File: src/rtl/cosine_cordic_core.sv
// Iterative rotation-mode CORDIC that computes cos(angle) for Q1.20 angles in 0..1.0 rad.
// Each computation takes 20 RUN iterations and one DONE cycle; clk_en freezes everything.
module cosine_cordic_core (
    input  logic        clk,
    input  logic        reset_n,
    input  logic        clk_en,
    input  logic        start,
    input  logic [20:0] angle,
    output logic        busy,
    output logic        done,
    output logic [20:0] result
);

    typedef enum logic [1:0] {StIdle, StRun, StDone} state_e;

    // CORDIC gain compensation K = 0.607252935 in Q1.20
    localparam logic signed [22:0] KInit   = 23'sd636751;
    localparam logic signed [22:0] OneQ120 = 23'sd1048576;
    localparam logic [4:0]         LastIt  = 5'd19;

    state_e             state_q, state_d;
    logic signed [22:0] x_q, x_d;
    logic signed [22:0] y_q, y_d;
    logic signed [22:0] z_q, z_d;
    logic [4:0]         i_q, i_d;
    logic               done_q, done_d;
    logic [20:0]        result_q, result_d;

    logic signed [22:0] x_sh, y_sh, atan_i;
    logic [20:0]        x_clamped;

    // round(atan(2^-i) * 2^20)
    function automatic logic signed [22:0] atan_lut(input logic [4:0] idx);
        logic signed [22:0] val;
        case (idx)
            5'd0:    val = 23'sd823550;
            5'd1:    val = 23'sd486170;
            5'd2:    val = 23'sd256879;
            5'd3:    val = 23'sd130396;
            5'd4:    val = 23'sd65451;
            5'd5:    val = 23'sd32757;
            5'd6:    val = 23'sd16383;
            5'd7:    val = 23'sd8192;
            5'd8:    val = 23'sd4096;
            5'd9:    val = 23'sd2048;
            5'd10:   val = 23'sd1024;
            5'd11:   val = 23'sd512;
            5'd12:   val = 23'sd256;
            5'd13:   val = 23'sd128;
            5'd14:   val = 23'sd64;
            5'd15:   val = 23'sd32;
            5'd16:   val = 23'sd16;
            5'd17:   val = 23'sd8;
            5'd18:   val = 23'sd4;
            5'd19:   val = 23'sd2;
            default: val = 23'sd0;
        endcase
        return val;
    endfunction

    // Per-iteration shifted operands and clamped output candidate
    always_comb begin
        x_sh   = x_q >>> i_q;
        y_sh   = y_q >>> i_q;
        atan_i = atan_lut(i_q);
        if (x_q[22]) begin
            x_clamped = 21'd0;
        end else if (x_q > OneQ120) begin
            x_clamped = 21'd1048576;
        end else begin
            x_clamped = x_q[20:0];
        end
    end

    // Next-state logic: FSM sequencing plus one CORDIC micro-rotation per RUN cycle
    always_comb begin
        state_d  = state_q;
        x_d      = x_q;
        y_d      = y_q;
        z_d      = z_q;
        i_d      = i_q;
        done_d   = 1'b0;
        result_d = result_q;
        unique case (state_q)
            StIdle: begin
                if (start) begin
                    x_d     = KInit;
                    y_d     = 23'sd0;
                    z_d     = {2'b00, angle};
                    i_d     = 5'd0;
                    state_d = StRun;
                end
            end
            StRun: begin
                // z >= 0 rotates positively (d = +1)
                if (!z_q[22]) begin
                    x_d = x_q - y_sh;
                    y_d = y_q + x_sh;
                    z_d = z_q - atan_i;
                end else begin
                    x_d = x_q + y_sh;
                    y_d = y_q - x_sh;
                    z_d = z_q + atan_i;
                end
                i_d = i_q + 5'd1;
                if (i_q == LastIt) begin
                    state_d = StDone;
                end
            end
            StDone: begin
                done_d   = 1'b1;
                result_d = x_clamped;
                state_d  = StIdle;
            end
            default: begin
                state_d = StIdle;
            end
        endcase
    end

    // State register: reset wins over clk_en; clk_en low freezes everything
    always_ff @(posedge clk) begin
        if (!reset_n) begin
            state_q  <= StIdle;
            x_q      <= 23'sd0;
            y_q      <= 23'sd0;
            z_q      <= 23'sd0;
            i_q      <= 5'd0;
            done_q   <= 1'b0;
            result_q <= 21'd0;
        end else if (clk_en) begin
            state_q  <= state_d;
            x_q      <= x_d;
            y_q      <= y_d;
            z_q      <= z_d;
            i_q      <= i_d;
            done_q   <= done_d;
            result_q <= result_d;
        end
    end

    // Outputs
    always_comb begin
        busy   = (state_q != StIdle);
        done   = done_q;
        result = result_q;
    end

endmodule

File: config.mk
export PLATFORM = sky130hd
export DESIGN_NAME = cosine_cordic_core
export DESIGN_NICKNAME = d
export VERILOG_FILES = /design/src/rtl/cosine_cordic_core.sv
export SDC_FILE = /design/constraint.sdc
export NUM_CORES = 1
export LEC_CHECK = 0
export CORE_MARGIN = 2
export CORE_UTILIZATION = 68
export DETAILED_ROUTE_END_ITERATION = 10
export HOLD_SLACK_MARGIN = 0.06
export PLACE_DENSITY = 0.88
export SLEW_MARGIN = 20
export SYNTH_ARGS = -nofsm -noshare
export SYNTH_HDL_FRONTEND = slang
export SYNTH_SLANG_ARGS = --single-unit
File: constraint.sdc
create_clock -name clk -period 8.73 [get_ports clk]
set_input_delay 0.873 -clock clk [delete_from_list [all_inputs] [get_ports clk]]
set_output_delay 0.873 -clock clk [all_outputs]
set_load 0.02 [all_outputs]
-- After elaboration in Yosys (flattened, before gate mapping)
Memory sizes are Yosys's and may differ from the RTL's. A register that Yosys moved wholly into a read port is not among the register bits.
Index checks and enable logic that the tools add are counted.
- add/subtract/negate cells: 7
- order comparisons: 1
- equality and inequality tests: 5
- shift operators: 2
- multiplexer cells: 19
- reductions and logical operators: 6
- operators by type and width (operator ; number):
    $mux 23 ; 6
    $pmux 23 s2 ; 3
    $add 23x23->23 ; 3
    $sub 23x23->23 ; 3
    $sshr 23x5->23 ; 2
    $mux 21 ; 2
    $gt 23x22->1 const B ; 1
    $mux 5 ; 3
    $pmux 5 s2 ; 1
    $reduce_and 3->1 ; 2
    $add 5x1->5 const B ; 1
    $eq 5x5->1 const B ; 1
    $mux 2 ; 2
    $ne 2x2->1 const B ; 2
    $pmux 2 s2 ; 1
    $reduce_bool 2->1 ; 2
    $eq 2x1->1 const B ; 1
    $eq 2x2->1 const B ; 1
    $logic_not 2->1 ; 1
    $reduce_and 2->1 ; 1
    $mux 1 ; 1
- bits in registers: 98
- memory bits (read-only): 640
- input bits: 25
- word-level logic and storage cells: 48
- memories: 1
- memories (memory ; depth ; bits a word ; rd ports ; clocked after memory_dff ; wr ports ; line ; source):
    (no name shown) ; 32 ; 20 ; 1 ; 1 ; 0 ; 35 ; case (idx)

-- Longest topological paths before layout
- depth after elaboration: 5
- depth in mapped cells: 24
- gate-level depth less buffers: 21

-- Least setup slack after synthesis
No wires, ideal clock.
- path type: register to register
- start: register i_q[1]
- end: register y_q[22]
- setup time: 123 ps
- data arrival time: 4846 ps
- required time: 8607 ps
- slack: 3761 ps
- cell stages (with the launch flop): 21
- path buffers: 3
- period minus slack after synthesis: 4969 ps
- path through: dfxtp_1 -> buf_6 -> buf_2 -> buf_2 -> mux4_2 -> mux4_2 -> o31a_1 -> nor3_2 -> nand4_2 -> o21ai_0 -> a21oi_1 -> ha_1 -> a21o_1 -> or4_1 -> o21ai_0 -> o21ai_0 -> o21ai_0 -> o21ai_0 -> and3_1 -> o21ai_1 -> nand3_1
- word-level cells in the longest chain between the ends: 4
- RTL lines (item ; line ; source):
    start, declared ; 25 ; logic [4:0] i_q, i_d;
    start signal, assigned ; 136 ; i_q <= i_d;
    $sshr 23x5->23 (*) ; 63 ; x_sh = x_q >>> i_q;
    $add 23x23->23 / $sub 23x23->23 (equally long branches) ; 98, 102 ;
    $mux 23 (*) ; 96 ; if (!z_q[22]) begin
    $pmux 23 s2 (*) ; 84 ; unique case (state_q)
    end signal, assigned ; 134 ; y_q <= y_d;
    end, declared ; 23 ; logic signed [22:0] y_q, y_d;
Every way passes the cells marked *; elsewhere a longest branch is shown, timed or not.
A chain may end at the register's enable or synchronous reset.

-- Worst setup path in the final report
- start: register i_q[0]
- end: register y_q[22]
Same word-level chain as after synthesis.

==> results.md <==
- Area grow syn2layout: 8.73%
- Post-synthesis sequential area ratio: roughly 20%
- Clk buf depth: 2
- DRC violations left: 0
- Largest net degree at the start of global routing: 90
- First-pass GRT wire length: 56400 um
- Overflow after GRT: 0
- Worst reg-to-reg path cell count: 20
- Pwr dens: 168 nW/um2
- ANT nets after route: 0
- Skew final: 0.00925 ns
- Total Wirelength: ~36000 um
- Worst Max-Slew Pin Slew: between 1 and 1.5 ns
- Die width: ~140 um
- Total GRT Usage: between 30% and 40%
- Vias in the first global route: 11027
- Vias per inst: 7.06
- CP required: 9.05 ns
- Via count: 11843
- Core ar.: 17200 um2
- Initial antenna violation count: 0
- FFs w/ async S/R, synth: 0%
- Max-slew violation count: 0
- Final worst slack: between 2 and 2.5 ns
- Layout net count: 1547
- Global placer's final weighted congestion: 1.02
- Dominant synthesized flop cell: dfxtp_1
- Worst Setup End Kind: flip-flop
- Leak: 5.13 nW
- Register bit count reported by yosys: about 120
- FF-to-FF setup slack: 2.46 ns
- Reg area: 2370 um2
- Root Driver: clkbuf_16
- Post-Syn Instances: 1448
- Total iterations of the first detailed-routing run: 8
- Mapped Nets: between 1500 and 2000
- Slew Limit Headroom: 13.6%
- Hold Path Depth: 2
- Layout cells sized above 1: 8.96%
- Outcome: finished, final reports clean
- RSZ-0062 raised after global routing: false
- CP arrival: 6.59 ns
- Initial Util: between 60 and 70%
- CTS buffer count: 17
- Class of the worst hold path: flip-flop to flip-flop
- Reg clk slew, reported paths: 0.06 ns
- HPWL after DPL: 24100 um
- Crit Path Class: flip-flop to flip-flop
- Number of DRC markers in iteration 0: 1325
- Final setup viols: 0
- Syn Area/Cell: around 8.2 um2
- Port Buffers: 47
- Startpoint types: flip-flop
- FP Rows: 48
- Num Clock Sinks: ~120
- PnR Total Power: 0.00216 W
- Multi-input gate area: approximately 9000 um2
- Average wire per standard cell: 21.3 um
- # H-tree levels: 4
- Post-Syn Area: ~12000 um2
- Crit path max fanout: 32
- Final min period: between 6 and 7 ns
- Fin Setup TNS: 0 ns
- Io pins: 48
- Post-synth EDFFs: 0
- Clock latency on the worst-skew pair: 0.43 ns
- TritonCTS clock tree: yes
- Vert. Die Dim: 136 um
- Final worst path period share: 71.8%
- Fill count: about 1300
- Post-cts sizing count: 0
- Die area: 18500 um2
- Max Clk Rate: approximately 160 MHz
- Number of synthesis warnings: 0
- Post-CTS Hold Buffers: 0
- Final hold viol count: 0
- Max Cap Violations: 0
- Peak VDD IR: 0.164 mV
- Synth unique cells: 89
- Post-CTS setup repair buffer count: 0
- Place WS: around 2.8 ns
## sequential cells by signal (all words and copies together), names as in the netlist
register / flops
state_q: 2
done: 1
result: 21
y_q: 23
z_q: 23
atan_i: 20
i_q: 5
x_q: 23
## cell usage in the layout (no fill, tap or decap), types with 11 or more instances in the layout
master,n
a21o_1,24
nand2_1,119
clkbuf_16,17
xnor2_1,54
mux4_2,39
dfxtp_1,114
nand2b_1,18
buf_4,11
o21ai_0,82
mux2i_1,38
clkdlybuf4s50_1,46
and3_1,17
inv_1,39
nor3_1,30
a21oi_1,110
a22oi_1,44
o211ai_1,17
or3_1,13
o21a_1,13
nand3_1,29
o221ai_1,13
nor2_1,116
a21boi_0,20
and2_1,13
ha_1,81
xor2_1,55
a31oi_1,29
nor2b_1,52
o22ai_1,13
## critical path: stages, from the launching register on
cell     delay (ns)
dfxtp_2        0.82
buf_4          0.44
mux4_2         0.55
a22oi_1        0.25
o21ai_0        0.14
a21oi_1        0.33
and4_1         0.33
nand4_2        0.19
nor2_1         0.20
nor3_1         0.07
a21oi_1        0.16
ha_1           0.30
a21o_1         0.19
or4_1          0.41
o21ai_0        0.41
o21ai_0        0.27
o21ai_0        0.39
o21ai_0        0.24
and3_1         0.23
o21ai_1        0.13
nand3_1        0.08
## cells by family (layout without fill, tap and decap cells)
| logic type | count (synthesis) | after routing | synth area share (%) |
|---|---|---|---|
| xor+xnor | 109 | 109 | 8.05 |
| flops | 118 | 118 | 19.9 |
| simple gates | 457 | 457 | 19.4 |
| other cells | 0 | 1 | 0 |
| compound gates | 453 | 453 | 25.3 |
| mux | 98 | 98 | 13.7 |
| fa+ha+maj | 84 | 84 | 9.05 |
| buf+inv | 129 | 132 | 4.62 |
## layout make-up
class	instances	share of cell area, %
clock buffer	22	3.68
inverter	42	1.22
sequential	118	18.4
clock inverter	10	0.757
multi-input combinational	1201	69.5
timing repair buffer	58	4.25
tap	225	2.18
antenna	1	0.0194
## routing by layer
metal / share of wire, % / wire (um) / global-route usage, %
met1: 41 / 14700 / 52.0
met2: 43 / 15300 / 58.0
met3: 11 / 3930 / 8.84
met4: 5.3 / 1890 / 18.2
met5: 0 / 0 / 0
## per-stage QoR
stage	util (%)	hold WS (ns)	cells	area [um2]
finish	75.1	0.471	1677	12900
floorplan	-	0.432	1448	11900
global placement	71.7	0.448	1644	12300
global route	75.0	0.500	1676	12900
CTS	75.0	0.475	1676	12900
detailed placement	71.7	0.460	1644	12300
## final timing paths
path | from | to
worst max register to register | i_q[0]$_SDFFE_PN0P_ | y_q[22]$_SDFFE_PN0P_
worst min-delay path | z_q[4]$_SDFFE_PN0P_ | z_q[4]$_SDFFE_PN0P_
worst max-delay path | i_q[0]$_SDFFE_PN0P_ | y_q[22]$_SDFFE_PN0P_
worst min register to register | z_q[4]$_SDFFE_PN0P_ | z_q[4]$_SDFFE_PN0P_
## power breakdown
part | switching, W | internal, W
logic | 0.000477 | 0.000368
clock network | 0.000275 | 0.000415
registers | 0.0000603 | 0.000565
total | 0.000812 | 0.00135
## synth_stat cells, types with 14 or more instances
master / instances / area share (%)
nor2b_1: 52 / 2.7
xor2_1: 55 / 4.1
clkbuf_1: 60 / 1.9
mux2i_1: 38 / 3.2
nand2b_1: 18 / 0.95
nor3_1: 31 / 1.3
o211ai_1: 17 / 1.1
a22oi_1: 44 / 2.8
nand2_1: 119 / 3.8
a21o_1: 24 / 1.5
and3_1: 17 / 0.90
dfxtp_1: 118 / 20
o21ai_0: 82 / 3.5
a21oi_1: 110 / 4.6
inv_1: 39 / 1.2
nand3_1: 29 / 1.2
buf_2: 14 / 0.59
mux4_2: 39 / 7.4
a31oi_1: 29 / 1.5
a21boi_0: 20 / 1.3
xnor2_1: 54 / 4.0
ha_1: 81 / 8.5
nor2_1: 117 / 3.7
Note: power is estimated with default switching activity, not from simulation.
